$ cat config.mk
export PLATFORM = sky130hd
export DESIGN_NAME = pad_scan_ctrl
export DESIGN_NICKNAME = d
export VERILOG_FILES = /design/src/rtl/pad_scan_pkg.sv /design/src/rtl/pad_scan_tick.sv /design/src/rtl/pad_scan_ctrl.sv
export SDC_FILE = /design/constraint.sdc
export NUM_CORES = 1
export LEC_CHECK = 0
export CELL_PAD_IN_SITES_DETAIL_PLACEMENT = 1
export CELL_PAD_IN_SITES_GLOBAL_PLACEMENT = 1
export CORE_MARGIN = 2
export CORE_UTILIZATION = 40
export CTS_BUF_LIST = sky130_fd_sc_hd__clkbuf_4 sky130_fd_sc_hd__clkbuf_8 sky130_fd_sc_hd__clkbuf_16
export DETAILED_ROUTE_END_ITERATION = 7
export GPL_TIMING_DRIVEN = 0
export PLACE_DENSITY = 0.81
export SETUP_SLACK_MARGIN = 0.5
export SKIP_LAST_GASP = 1
export SLEW_MARGIN = 0
export SYNTH_ARGS = -nofsm -noshare
export SYNTH_HDL_FRONTEND = slang
export SYNTH_SLANG_ARGS = --single-unit
$ cat constraint.sdc
create_clock -name PCLK -period 6.9 [get_ports PCLK]
set_clock_uncertainty 0.05 [all_clocks]
set_input_delay 1.38 -clock PCLK [delete_from_list [all_inputs] [get_ports PCLK]]
set_output_delay 1.38 -clock PCLK [all_outputs]
set_load 0.05 [all_outputs]
$ cat src/rtl/pad_scan_pkg.sv
// Shared types and defaults for the pad/tile-sensor scan controller.
// Latency: n/a (package only).
// Backpressure: n/a (package only).
//
// Contents: scan FSM state enum, default parameter values and a helper that
// returns the frame period in PCLK cycles for a given configuration.
package pad_scan_pkg;

    typedef enum logic [2:0] {
        IDLE,
        SELECT,
        LATCH_HI,
        SHIFT_LO,
        SHIFT_HI,
        PUBLISH,
        GAP
    } scan_state_t;

    localparam int DEF_NUM_CH   = 6;
    localparam int DEF_NUM_BITS = 8;
    localparam int DEF_CLK_DIV  = 50;
    localparam int DEF_SCAN_GAP = 1000;

    // Cycles from one PUBLISH to the next while scanning continuously.
    function automatic int frame_cycles(input int num_ch, input int num_bits,
                                        input int clk_div, input int scan_gap);
        return num_ch * (2 * num_bits + 1) * clk_div + 1 + scan_gap;
    endfunction

endpackage

$ cat src/rtl/pad_scan_tick.sv
// Prescaler producing one tick (terminal count) every CLK_DIV cycles.
// Latency: tick is combinational from the counter; restart takes effect next cycle.
// Backpressure: none; restart re-aligns the count to zero.
//
// Ports: clk, rst (sync, active-high), restart (sync clear), tick (counter == CLK_DIV-1).
module pad_scan_tick
    import pad_scan_pkg::*;
#(
    parameter int CLK_DIV = DEF_CLK_DIV
) (
    input  logic clk,
    input  logic rst,
    input  logic restart,
    output logic tick
);

    localparam int CW = (CLK_DIV > 1) ? $clog2(CLK_DIV) : 1;

    logic [CW-1:0] cnt;

    assign tick = (cnt == CW'(CLK_DIV - 1));

    always_ff @(posedge clk) begin
        if (rst || restart || tick) begin
            cnt <= '0;
        end else begin
            cnt <= cnt + CW'(1);
        end
    end

endmodule

$ cat src/rtl/pad_scan_ctrl.sv
// Scans NUM_CH serial pad shift registers over a shared latch/clock/data bus and publishes a coherent snapshot per frame.
// Latency: one frame = NUM_CH*(2*NUM_BITS+1)*CLK_DIV + 1 + SCAN_GAP cycles; pad_state/FABINT update the cycle after frame_done.
// Backpressure: none; enable low aborts the frame next cycle, FABINT held until int_clear.
//
// Ports: PCLK/PRESET (sync, active-high); enable, data (active-low), int_clear in;
//        sr_reset, latch, clock, selection (one-hot), pad_state, frame_done, FABINT out.
// Build option: define PAD_SCAN_DEBOUNCE_EN to require two agreeing frames before a pad_state bit changes.
module pad_scan_ctrl
    import pad_scan_pkg::*;
#(
    parameter int NUM_CH   = DEF_NUM_CH,
    parameter int NUM_BITS = DEF_NUM_BITS,
    parameter int CLK_DIV  = DEF_CLK_DIV,
    parameter int SCAN_GAP = DEF_SCAN_GAP
) (
    input  logic                         PCLK,
    input  logic                         PRESET,
    input  logic                         enable,
    input  logic                         data,
    input  logic                         int_clear,
    output logic                         sr_reset,
    output logic                         latch,
    output logic                         clock,
    output logic [NUM_CH-1:0]            selection,
    output logic [NUM_CH*NUM_BITS-1:0]   pad_state,
    output logic                         frame_done,
    output logic                         FABINT
);

    localparam int W   = NUM_CH * NUM_BITS;
    localparam int CHW = (NUM_CH > 1) ? $clog2(NUM_CH) : 1;
    localparam int BW  = (NUM_BITS > 1) ? $clog2(NUM_BITS) : 1;
    localparam int IW  = $clog2(W + 1);
    localparam int GW  = $clog2(SCAN_GAP + 1);

    scan_state_t       state, state_nxt;
    logic              tick;
    logic              restart;
    logic [CHW-1:0]    ch_idx;
    logic [BW-1:0]     bit_idx;
    logic [GW-1:0]     gap_cnt;
    logic [W-1:0]      shadow;
    logic [W-1:0]      pad_next;
    logic [NUM_CH-1:0] sel_onehot;
    logic [IW-1:0]     sh_idx;
    logic              ch_last, bit_last, gap_done;
    logic              publish, fab_set;

    assign sel_onehot = NUM_CH'(1) << ch_idx;
    assign ch_last    = (ch_idx == CHW'(NUM_CH - 1));
    assign bit_last   = (bit_idx == BW'(NUM_BITS - 1));
    assign gap_done   = (gap_cnt == GW'(SCAN_GAP - 1));
    assign sh_idx     = IW'(ch_idx) * IW'(NUM_BITS) + IW'(bit_idx);

    // Every state lasts whole ticks measured from its entry; in IDLE the
    // count is also held at zero until enable rises so the sr_reset
    // extension is exactly one tick long.
    assign restart = (state_nxt != state) || (state == IDLE && !enable);

    pad_scan_tick #(.CLK_DIV(CLK_DIV)) u_tick (
        .clk     (PCLK),
        .rst     (PRESET),
        .restart (restart),
        .tick    (tick)
    );

    always_ff @(posedge PCLK) begin
        if (PRESET) begin
            state <= IDLE;
        end else begin
            state <= state_nxt;
        end
    end

    always_comb begin
        state_nxt  = state;
        sr_reset   = 1'b0;
        latch      = 1'b0;
        clock      = 1'b0;
        selection  = '0;
        frame_done = 1'b0;
        case (state)
            IDLE: begin
                sr_reset = 1'b1;
                if (enable && tick) state_nxt = SELECT;
            end
            SELECT: begin
                selection = sel_onehot;
                if (!enable)   state_nxt = IDLE;
                else if (tick) state_nxt = LATCH_HI;
            end
            LATCH_HI: begin
                selection = sel_onehot;
                latch     = 1'b1;
                if (!enable)   state_nxt = IDLE;
                else if (tick) state_nxt = SHIFT_LO;
            end
            SHIFT_LO: begin
                selection = sel_onehot;
                if (!enable) begin
                    state_nxt = IDLE;
                end else if (tick) begin
                    if (!bit_last)    state_nxt = SHIFT_HI;
                    else if (ch_last) state_nxt = PUBLISH;
                    else              state_nxt = SELECT;
                end
            end
            SHIFT_HI: begin
                selection = sel_onehot;
                clock     = 1'b1;
                if (!enable)   state_nxt = IDLE;
                else if (tick) state_nxt = SHIFT_LO;
            end
            PUBLISH: begin
                if (!enable) begin
                    state_nxt = IDLE;
                end else begin
                    frame_done = 1'b1;
                    state_nxt  = GAP;
                end
            end
            GAP: begin
                if (!enable)       state_nxt = IDLE;
                else if (gap_done) state_nxt = SELECT;
            end
            default: state_nxt = IDLE;
        endcase
    end

    assign publish = (state == PUBLISH) && enable;

`ifdef PAD_SCAN_DEBOUNCE_EN
    // Raw sample of the last published frame; a bit only moves when the
    // current and previous raw frames agree on it.
    logic [W-1:0] prev_raw;

    always_ff @(posedge PCLK) begin
        if (PRESET) begin
            prev_raw <= '0;
        end else if (publish) begin
            prev_raw <= shadow;
        end
    end

    assign pad_next = (~(shadow ^ prev_raw) & shadow) | ((shadow ^ prev_raw) & pad_state);
`else
    assign pad_next = shadow;
`endif

    assign fab_set = publish && (pad_next != pad_state);

    always_ff @(posedge PCLK) begin
        if (PRESET) begin
            ch_idx    <= '0;
            bit_idx   <= '0;
            gap_cnt   <= '0;
            shadow    <= '0;
            pad_state <= '0;
            FABINT    <= 1'b0;
        end else begin
            // Leaving for IDLE (abort or idle hold) discards the partial frame.
            if (state_nxt == IDLE) begin
                ch_idx  <= '0;
                bit_idx <= '0;
                shadow  <= '0;
            end else begin
                if (state == GAP && state_nxt == SELECT) begin
                    ch_idx <= '0;
                end else if (state == SHIFT_LO && state_nxt == SELECT) begin
                    ch_idx <= ch_idx + CHW'(1);
                end

                if (state == LATCH_HI) begin
                    bit_idx <= '0;
                end else if (state == SHIFT_HI && state_nxt == SHIFT_LO) begin
                    bit_idx <= bit_idx + BW'(1);
                end

                // Pads are active-low; store 1 = pressed.
                if (state == SHIFT_LO && tick) begin
                    shadow[sh_idx] <= ~data;
                end
            end

            if (state == GAP) begin
                gap_cnt <= gap_cnt + GW'(1);
            end else begin
                gap_cnt <= '0;
            end

            if (publish) begin
                pad_state <= pad_next;
            end

            // A fresh change outranks a coincident clear.
            if (fab_set) begin
                FABINT <= 1'b1;
            end else if (int_clear) begin
                FABINT <= 1'b0;
            end
        end
    end

endmodule

# Yosys cells after proc, flatten, opt, wreduce, memory -nomap -nowiden
# Cells that the tools add are included.
dict set report word_totals {
  word_cells 78
  reg_bits 122
  output_inout_bits 59
}
dict set report op_classes {
  mux 24
  addsub 5
  n_shift 1
  eq_ne 14
  magnitude_cmp 2
  reduce_logical 22
  n_bitwise 2
}
# op count
set ops {}
lappend ops {{48-bit bitwise mux} 1}
lappend ops {{48-bit inequality test} 1}
lappend ops {{3-bit two-way mux} 12}
lappend ops {{3-bit case mux with 6 select lines} 1}
lappend ops {{3-bit equality test, second input constant} 5}
lappend ops {{10-bit by 1-bit adder with 10-bit output, second input constant} 1}
lappend ops {{10-bit equality test, second input constant} 1}
lappend ops {{3-bit by 2-bit equality test with 1-bit output, second input constant} 3}
lappend ops {{1-bit logical AND} 9}
lappend ops {{1-bit two-way mux} 8}
lappend ops {{6-bit by 7-bit < comparator with 1-bit output, second input constant} 1}
lappend ops {{3-bit by 1-bit adder with 3-bit output, second input constant} 2}
lappend ops {{6-bit by 1-bit adder with 6-bit output, second input constant} 1}
lappend ops {{6-bit by 3-bit adder with 6-bit output} 1}
lappend ops {{1-bit demux with 6-bit select} 1}
lappend ops {{3-bit by 1-bit equality test with 1-bit output, second input constant} 2}
lappend ops {{6-bit equality test, second input constant} 1}
lappend ops {{6-bit by 1-bit >= comparator with 1-bit output, second input constant} 1}
lappend ops {{3-bit logical NOT} 2}
lappend ops {{6-bit two-way mux} 1}
lappend ops {{2-bit OR reduction} 3}
lappend ops {{3-bit OR reduction} 2}
lappend ops {{1-bit by 3-bit << shifter with 6-bit output, first input constant} 1}
lappend ops {{4-bit OR reduction} 1}
lappend ops {{5 further kinds} 8}

# Longest topological paths before layout
# Gate-level depths: netlist (run 1).
dict set report depth {
  word_depth 10
  ltp_mapped 9
  mapped_depth_nobuf 7
}

# By module
# A second synthesis (run 1) with hierarchy kept.
dict set report unflattened {
  hier_cells 627
  hier_area_um2 5860.6
}
# module cells_per_inst area_per_inst_um2 n_inst
set by_module_without_submodules {}
lappend by_module_without_submodules {pad_scan_ctrl 599 5575.3 1}
lappend by_module_without_submodules {pad_scan_tick 28 285.3 1}

# Worst setup path after synthesis (run 1)
# No wires, ideal clock.
dict set report synth_path {
  kind {in2out}
  from {in enable}
  to {out frame_done}
  cell_stages 3
  path_slack_ns 3.137
  arrival_time_ns 2.333
  cell_sequence {nand4b_1 -> clkinv_1 -> clkbuf_1}
}
dict set report synth_between {
  elab_chain_len 2
}
# element line_no
set synth_rtl {}
lappend synth_rtl {{from (decl)} pad_scan_ctrl.sv:18} ;# input logic enable,
lappend synth_rtl {{1-bit two-way mux} pad_scan_ctrl.sv:115} ;# if (!enable) begin
lappend synth_rtl {{1-bit two-way mux} pad_scan_ctrl.sv:82} ;# case (state)
lappend synth_rtl {{to (decl)} pad_scan_ctrl.sv:26} ;# output logic frame_done,
# No other way between the ends.

# Worst setup path in the final report (run 1)
# Ends and elaborated chain as after synthesis.

==> results of run 1 <==
## worst max-delay path by stage
stage,end,cells after the start,slack (ps),startpoint
3_3_place_gp,frame_done,5,1710,enable
6_report,frame_done,5,1700,enable
5_1_grt,frame_done,5,1580,enable
4_1_cts,frame_done,5,1720,enable
3_5_place_dp,frame_done,5,1710,enable
2_1_floorplan,frame_done,3,3140,enable
## cell usage in the layout (no fill, tap or decap), drive strengths merged, types with 2 or more instances in the layout
cell type and n:
a2111oi 2, or3b 3, xnor2 7, nand3 13, a21oi 76, or3 18
and3 9, clkbuf 57, nor2 60, o21ai 17, bufinv 3, mux2i 9
nand4b 3, nand4 7, nor3 24, nor4 15, o31ai 4, inv 9
dfxtp 122, clkdlybuf4s50 62, or4 2, nand2 110, ha 10, a311oi 8
nor3b 2, xor2 54, o21ba 2, and4b 3, buf 12, a211oi 19
nand3b 3, and2 6, o32ai 2, nand2b 4, clkinv 5, and3b 2
## per-layer routing
layer / global-route usage [%] / vias to the layer above
li1: - / 2550
met1: 31.1 / 2695
met2: 42.4 / 132
met3: 6.55 / 33
met4: 11.7 / 0
met5: 0 / -
## kinds of logic after synthesis
logic type      after synthesis  synth area share (%)
compound gates              138                  15.7
xor+xnor                     61                  9.27
fa+ha+maj                    10                  2.17
buf+inv                      56                  4.45
flops                       122                  42.4
mux                           9                  1.56
simple gates                289                  24.4
## layout make-up
cell class,count,share of cell area [%]
Clock inverter,6,1.56
Sequential cell,122,33.8
Multi-Input combinational cell,507,42.4
Timing Repair Buffer,62,8.59
Buffer,45,2.98
Tap cell,180,3.12
Inverter,11,0.572
Clock buffer,24,6.96
## flip-flops by register name, summed over array words and instances, names as in the netlist
register    cells
pad_state      48
u_tick.cnt      6
state           3
ch_idx          3
bit_idx         3
pad_next       48
FABINT          1
gap_cnt        10
## cell usage after synthesis (all sizes together), types with 3 or more instances
master	instances
buf	12
o21ai	17
mux2i	9
nand2	110
and4b	3
o31ai	4
or3b	3
ha	10
and3	9
nand4	7
clkbuf	33
nor4	15
a311oi	8
or3	18
a21oi	76
a211oi	19
inv	9
xor2	54
nand3	13
nand4b	3
nor3	24
nand3b	3
nor2	60
dfxtp	122
xnor2	7
and2	6
nand2b	4
## worst max-delay path, delay by kind of cell
| kind | cells | cell delay (ps) |
|---|---|---|
| buffers and inverters | 4 | 2110 |
| and+or+nand+nor | 1 | 280 |
## metrics by stage
stage,std cells,hold WS [ps]
finish,957,402
global placement,927,374
floorplan,685,363
CTS,957,405
global route,957,448
detailed placement,927,384
## power by group through the flow
stage	Sequential, mW	Clock, mW	Combinational, mW
4_1_cts	0.706	0.938	0.0210
5_1_grt	0.706	0.972	0.0230
2_1_floorplan	0.721	0	0.0118
6_report	0.706	0.930	0.0211
3_3_place_gp	0.721	0	0.0200
3_5_place_dp	0.721	0	0.0206
==> results by group, run 1 <==
Run status
  – Outcome: finished, final reports clean

Clock tree
  – Setup bufs post-CTS: 0
  – Latest clock arrival within the worst-skew pair: roughly 420 ps
  – Clk root buf: clkbuf_16
  – CTS resizes: 0
  – Clock sink count: 122
  – CTS tree: done
  – Max Root-Sink Buffers: 2
  – Hold Buf Count CTS: 0
  – H-tree depth: 4
  – Clk slew on worst S/H paths: approximately 50 ps
  – CTS Buf Count: 17

Routing
  – Via count: 5410
  – Initial DRC count: approximately 340
  – Met3 WL post-DR: about 850 um
  – Metal1 wirelength: a little over 8000 um
  – Routed WL: around 19000 um
  – Via density: between 5 and 6
  – TritonRoute pass-1 iters: 5
  – Drt wl/cell: approximately 20 um
  – Post-route ant nets: 0
  – Drc violations: 0
  – Met2 wire length: around 9100 um
  – Highest Signal Layer: met4

Job
  – Max_cap viols: 0

Die
  – Chip height: ~120 um
  – Row Count: 43
  – Die Footprint: roughly 0.015 mm^2
  – Placeable core area: around 0.014 mm^2
  – Die Wd: around 120 um
  – Ports: between 60 and 70
  – Initial Util: 41.2%

Synth
  – Area of the mapped netlist: approximately 0.0058 mm^2
  – Synth top area share: a little over two fifths
  – Synthesized area per cell: about 8.4 um^2
  – Cell taking the most area after synthesis: dfxtp_1
  – Primary FF master, synth: dfxtp_1
  – Sequential-to-total area share from yosys stat: 42.4%
  – Cells after synthesis: a little under 700
  – Area contributors post-synth: dfxtp_1 (42%), xor2_1 (8.2%), nand2_1 (7.2%)
  – Synth async-reset ratio: 0%
  – Register bit total from synthesis: approximately 120
  – YS warnings: 0
  – Yosys cell types: 53
  – Number of synthesized flops with an enable pin: 0
  – Total nets after synthesis: 700

Cells and area
  – Diodes inserted: 0
  – Finished Core Util: between 50% and 60%
  – Synth-to-Final Area Change: 25.4%
  – Nets@finish: a little under 800
  – Multi-input gate area: approximately 0.0031 mm^2
  – FILL cells: between 1500 and 2000
  – Post-route cell area: 0.00722 mm^2
  – Register area: approximately 0.0024 mm^2
  – Fraction of layout cells with a size suffix above 1: around 8%

Critical path
  – CP cell instances: clkdlybuf4s50_1 > nand4b_1 > clkinv_1 > clkbuf_1 > clkdlybuf4s50_1
  – Reg2reg end: pad_next[5]
  – Worst EP required: 5470 ps
  – Arrival @ worst endpoint: approximately 3800 ps
  – Endpoint class of the critical path: output pin
  – Worst flop-to-flop path startpoint: ch_idx[1]
  – Reg-to-reg slack, setup: approximately 4200 ps
  – Worst Path Max Fanout: 10
  – Startpoint Class: input port
  – Slowest CP cell: clkdlybuf4s50_1
  – Largest stage delay, worst path: around 900 ps
  – CP Class: input port to output pin
  – CP most frequent cell: clkdlybuf4s50_1
  – Depth of the most critical reg-to-reg path: 8

STA
  – Final setup TNS: 0 ps
  – Slew Viols, Final: 0
  – RSZ-0062 raised after global routing: no
  – Final number of setup-violating endpoints: 0
  – Setup ws final: 1700 ps
  – Final Cycle Share: approximately 75%
  – Minimum clock period: between 5000 and 6000 ps
  – Final Hold Viols: 0
  – Slew @ Worst Pin: just over 800 ps
  – Relative slew slack: around 44%
  – Fmax: between 150 and 200 MHz

Global route
  – Total gr overflow: 0
  – First-pass GRT wire length: ~30000 um
  – Initial antenna violation count: 0
  – GRT Util Overall: around a quarter
  – Largest net degree at the start of global routing: 17
  – Vias in the first global route: 5678

Placement
  – Dpl cell area: 0.00661 mm^2
  – Placer Congestion: roughly 0.86
  – I/O Buffers: 62
  – Place WS: ~1700 ps
  – HPWL Detailed: 13300 um

Power
  – PwrDens: between 200 and 250 mW/mm^2
  – Sw Share: 20.1%
  – Worst vdd ir: around 0.00018 V
  – Internal: around 1.3 mW
  – Sequential power share: 42.6%
  – Clock power frac: a little under three fifths
  – Leak pwr: between 2 and 3 nW
  – Power, Total: 1.66 mW
  – Comb pwr share: ~1.3%
  – Net Sw Power: 0.333 mW

Hold path
  – Hold EP: gap_cnt[0]
  – Hold Path Cell Cnt: 1
  – Hold Path Class: flip-flop to flip-flop
  – Hold Startpoint: gap_cnt[0]
Power figures use the tool's default switching activity.
==> run 2, diff against run 1 <==
Settings changed: CORE_UTILIZATION 40 to 38, PLACE_DENSITY 0.81 to 0.8.
Clock period 6.9 ns to 4.4 ns, I/O delays scaled along.
==> results by group, run 2 (synthesized netlist as in run 1, its figures left out) <==
Global route
  – Initial antenna violation count: 0
  – Total gr overflow: 0
  – Largest net degree at the start of global routing: 17
  – First-pass GRT wire length: 29500 um
  – Vias in the first global route: about 5600
  – GRT Util Overall: a little under a quarter

Clock tree
  – H-tree depth: 4
  – CTS resizes: 3
  – CTS Buf Count: 17
  – Clock sink count: ~120
  – Latest clock arrival within the worst-skew pair: 420 ps
  – Clk root buf: clkbuf_16
  – Setup bufs post-CTS: 0
  – Clk slew on worst S/H paths: 50 ps
  – Hold Buf Count CTS: 0
  – Max Root-Sink Buffers: 2
  – CTS tree: done

Die
  – Chip height: ~130 um
  – Die Footprint: 0.0162 mm^2
  – Die Wd: around 130 um
  – Ports: 64
  – Initial Util: about two fifths
  – Row Count: between 40 and 50
  – Placeable core area: about 0.015 mm^2

Placement
  – Place WS: around 110 ps
  – HPWL Detailed: about 14000 um
  – Placer Congestion: about 0.84
  – Dpl cell area: about 0.0066 mm^2
  – I/O Buffers: 62

STA
  – Final Hold Viols: 0
  – Setup ws final: between 700 and 800 ps
  – Slew @ Worst Pin: a little over 800 ps
  – Worst Hold Slack: between 300 and 400 ps
  – Minimum clock period: ~3700 ps
  – Final Cycle Share: roughly 83%
  – Final setup TNS: 0 ps
  – Slew Viols, Final: 0
  – RSZ-0062 raised after global routing: no
  – Final number of setup-violating endpoints: 0
  – Fmax: 273 MHz
  – Relative slew slack: roughly 44%

Critical path
  – Largest stage delay, worst path: between 500 and 600 ps
  – Critical path's top delay family: buffers and inverters
  – Slowest CP cell: clkdlybuf4s50_1
  – CP cell instances: clkdlybuf4s50_1 > nand4b_1 > clkinv_1 > clkbuf_2 > clkdlybuf4s15_2
  – Endpoint class of the critical path: output pin
  – Worst EP required: between 3000 and 4000 ps
  – Arrival @ worst endpoint: between 2000 and 3000 ps
  – CP Class: input port to output pin
  – Startpoint Class: input port
  – Worst Path Max Fanout: 10
  – Buf/Inv on CP: 4

Routing
  – Routed WL: 18300 um
  – Initial DRC count: 285
  – Post-route ant nets: 0
  – Drc violations: 0
  – Drt wl/cell: about 19 um
  – Via count: approximately 5400
  – Via density: between 5 and 6
  – TritonRoute pass-1 iters: 4

Power
  – Leak pwr: 2.60 nW
  – Worst vdd ir: 0.000263 V
  – PwrDens: around 340 mW/mm^2

Cells and area
  – Most frequent cells in the layout: dfxtp_1 (122), nand2_1 (110), a21oi_1 (76), clkdlybuf4s50_1 (61), nor2_1 (60)
  – Diodes inserted: 0
  – FILL cells: around 1800
  – Nets@finish: slightly below 800
  – Fraction of layout cells with a size suffix above 1: under 10%
  – Synth-to-Final Area Change: 24.3%
  – Post-route cell area: just over 0.007 mm^2
  – Commonest non-fill, non-tap cell in the layout: dfxtp_1

Hold path
  – Hold Path Class: flip-flop to flip-flop

Run status
  – Outcome: finished, final reports clean

Job
  – Max_cap viols: 0
run 2: cell count changes in the layout (fill, tap and decap cells not counted), sizes merged:
| cell | delta |
|---|---|
| clkinv | -2 |
| clkdlybuf4s15 | +1 |
| clkbuf | +1 |
| bufinv | -2 |
| clkinvlp | +1 |
| clkdlybuf4s50 | -1 |
run 2: per-stage QoR:
step	cells	utilization, %	power (mW)
floorplan	685	-	1.15
global placement	935	44.0	1.16
detailed placement	935	44.0	1.16
CTS	963	47.6	2.46
global route	963	47.6	2.51
finish	963	47.6	2.44
run 2: per-layer routing:
| metal | share of wire [%] | wire, um | GRT usage [%] | vias up |
|---|---|---|---|---|
| met4 | 3.5 | 636 | 11.1 | 0 |
| met1 | 44 | 7990 | 28.4 | 2658 |
| met5 | 0 | 0 | 0 | - |
| met3 | 4.0 | 741 | 4.10 | 41 |
| met2 | 49 | 8980 | 40.1 | 128 |
| li1 | - | - | - | 2557 |
run 2: power by group:
part           switching (mW)  internal (mW)  leakage [nW]
clock                   0.474          0.828         0.270
combinational          0.0250        0.00765          1.35
sequential           0.000927           1.11         0.982
run 2: final timing paths:
check / startpoint / to / slack (ps) / depth (start not counted)
worst max-delay path: enable / frame_done / 740 / 5
worst min-delay path: gap_cnt[0] / gap_cnt[0] / 390 / 1
worst max register to register: ch_idx[1] / pad_next[15] / 1550 / 8
worst min register to register: gap_cnt[0] / gap_cnt[0] / 390 / 1
run 2: area by class of cell:
type	instances	area, um^2	share of cell area, %
Clock inverter	3	42.5	0.594
Tap cell	188	235	3.28
Multi-Input combinational cell	507	3060	42.8
Sequential cell	122	2440	34.1
Clock buffer	25	498	6.95
Timing Repair Buffer	62	622	8.68
Buffer	45	216	3.02
Inverter	11	41.3	0.577
==> run 3, diff against run 2 <==
Settings changed: CORE_UTILIZATION 38 to 40, PLACE_DENSITY 0.8 to 0.81.
Clock period 4.4 ns to 3.5 ns, I/O delays scaled along.
==> results by group, run 3 (synthesized netlist as in run 1, its figures left out) <==
Critical path
  – Arrival @ worst endpoint: 2280 ps
  – Reg2reg end: pad_next[5]
  – Slowest CP cell: clkdlybuf4s50_1
  – Worst Path Max Fanout: 10
  – Endpoint class of the critical path: output pin
  – Worst flop-to-flop path startpoint: ch_idx[1]
  – Worst EP required: ~2800 ps
  – Crit path depth: 5
  – Startpoint Class: input port
  – Buf/Inv on CP: 4
  – CP cell instances: clkdlybuf4s50_1 > nand4b_1 > inv_2 > clkbuf_2 > buf_2
  – Depth of the most critical reg-to-reg path: 8
  – Critical path's top delay family: buffers and inverters
  – Largest stage delay, worst path: about 580 ps
  – Reg-to-reg slack, setup: 770 ps
  – CP Class: input port to output pin

Clock tree
  – H-tree depth: 4
  – Latest clock arrival within the worst-skew pair: between 400 and 500 ps
  – Max Root-Sink Buffers: 2
  – CTS tree: done
  – Clock sink count: ~120
  – Clk root buf: clkbuf_16
  – CTS Buf Count: 17
  – Clk slew on worst S/H paths: 50 ps

Die
  – Die Wd: about 120 um
  – Ports: 64
  – Placeable core area: approximately 0.014 mm^2
  – Row Count: 43
  – Initial Util: around 40%
  – Die Footprint: approximately 0.015 mm^2
  – Chip height: roughly 120 um

Power
  – Worst vdd ir: 0.000347 V
  – PwrDens: 455 mW/mm^2
  – Leak pwr: roughly 2.7 nW

Global route
  – Initial antenna violation count: 0
  – Vias in the first global route: approximately 5700
  – Met1 Track Usage GR: between 30 and 40%
  – Gr busiest metal: met2
  – Met3 GRT Util: 6.55%
  – GRT Util Overall: between 20% and 30%
  – First-pass GRT wire length: just under 30000 um
  – Largest net degree at the start of global routing: 17
  – Total gr overflow: 0
  – Met2 usage: 42.4%

Routing
  – Post-route ant nets: 0
  – Via count: 5445
  – TritonRoute pass-1 iters: 4
  – Initial DRC count: around 330
  – Routed WL: ~19000 um
  – Via density: about 5.7
  – Drt wl/cell: slightly below 20 um
  – Drc violations: 0

STA
  – Slew Viols, Final: 0
  – Final Cycle Share: between 80% and 90%
  – Worst Hold Slack: between 400 and 500 ps
  – Relative slew slack: 43.6%
  – Slew @ Worst Pin: 824 ps
  – Fmax: 330 MHz
  – RSZ-0062 raised after global routing: yes
  – Final Hold Viols: 0
  – Final number of setup-violating endpoints: 0
  – Minimum clock period: a little over 3000 ps

Hold path
  – Hold Path Class: flip-flop to flip-flop
  – Hold Path Cell Cnt: 1
  – Hold EP: gap_cnt[0]
  – Hold Startpoint: gap_cnt[0]

Run status
  – Outcome: finished, final reports clean

Placement
  – Placer Congestion: 0.863
  – HPWL Detailed: around 13000 um
  – Placed insts: just over 900
  – I/O Buffers: 62
  – Dpl cell area: roughly 0.0066 mm^2

Cells and area
  – Post-route cell area: between 0.007 and 0.008 mm^2
  – Fin cells: around 960
  – Most frequent cells in the layout: dfxtp_1 (122), nand2_1 (110), a21oi_1 (76), nor2_1 (60), xor2_1 (54)
  – FILL cells: 1653
  – Diodes inserted: 0
  – Commonest non-fill, non-tap cell in the layout: dfxtp_1
  – Nets@finish: slightly below 800
  – Fraction of layout cells with a size suffix above 1: 9.76%
  – Finished Core Util: between 50% and 60%
  – Synth-to-Final Area Change: 25.0%

Job
  – Max_cap viols: 0
run 3: cell types whose count changed in the layout (fill, tap and decap cells not counted), sizes merged:
cell and delta:
clkdlybuf4s50 -8, buf +3, inv +1, clkbuf +5
clkdlybuf4s15 -1, clkinvlp -1, clkinv +1, bufinv +2
dlygate4sd2 +2
run 3: worst max path at each step:
| stage | start | endpoint |
|---|---|---|
| 4_1_cts | enable | frame_done |
| 2_1_floorplan | state[0] | clock |
| 5_1_grt | enable | frame_done |
| 3_5_place_dp | enable | frame_done |
| 3_3_place_gp | enable | frame_done |
| 6_report | enable | frame_done |
run 3: worst reg2reg max path, cell delays in order, from the launching register on:
cell,delay [ps]
dfxtp_1,510
inv_1,180
ha_1,240
nand2_1,80
a2111oi_0,160
or4b_4,590
o31ai_4,450
buf_6,240
a211oi_1,70
run 3: through the flow:
step | setup TNS, ps | setup slack [ps] | power, mW
global route | 0 | 436 | 3.35
global placement | -334 | -334 | 1.46
floorplan | 0 | 923 | 1.44
finish | 0 | 465 | 3.27
CTS | 0 | 287 | 3.28
detailed placement | -326 | -326 | 1.46
run 3: power by group:
part	switching, mW	leakage, nW	internal (mW)	total, mW
Combinational	0.0323	1.38	0.00963	0.0419
Clock	0.629	0.307	1.21	1.84
Sequential	0.00118	0.982	1.39	1.39
Total	0.663	2.67	2.61	3.27
run 3: final cells by class:
type | instances | area [um^2] | share of cell area [%]
clock buffer | 24 | 503 | 6.98
clock inverter | 6 | 113 | 1.56
timing repair buffer | 64 | 598 | 8.30
tap | 180 | 225 | 3.13
multi-input combinational | 507 | 3060 | 42.5
sequential | 122 | 2440 | 33.9
buffer | 45 | 218 | 3.02
inverter | 11 | 41.3 | 0.573
run 3: routing by layer:
metal | share of wire [%] | wire length [um]
met5 | 0 | 0
met4 | 3.3 | 617
met3 | 5.4 | 1010
met2 | 49 | 9140
met1 | 42 | 7930
run 3: timing repair:
action,in CTS,in global routing
hold buffers,0,0
setup buffers,0,2
setup endpoints to repair,9,37
pin swaps,0,1
resized for setup,12,17
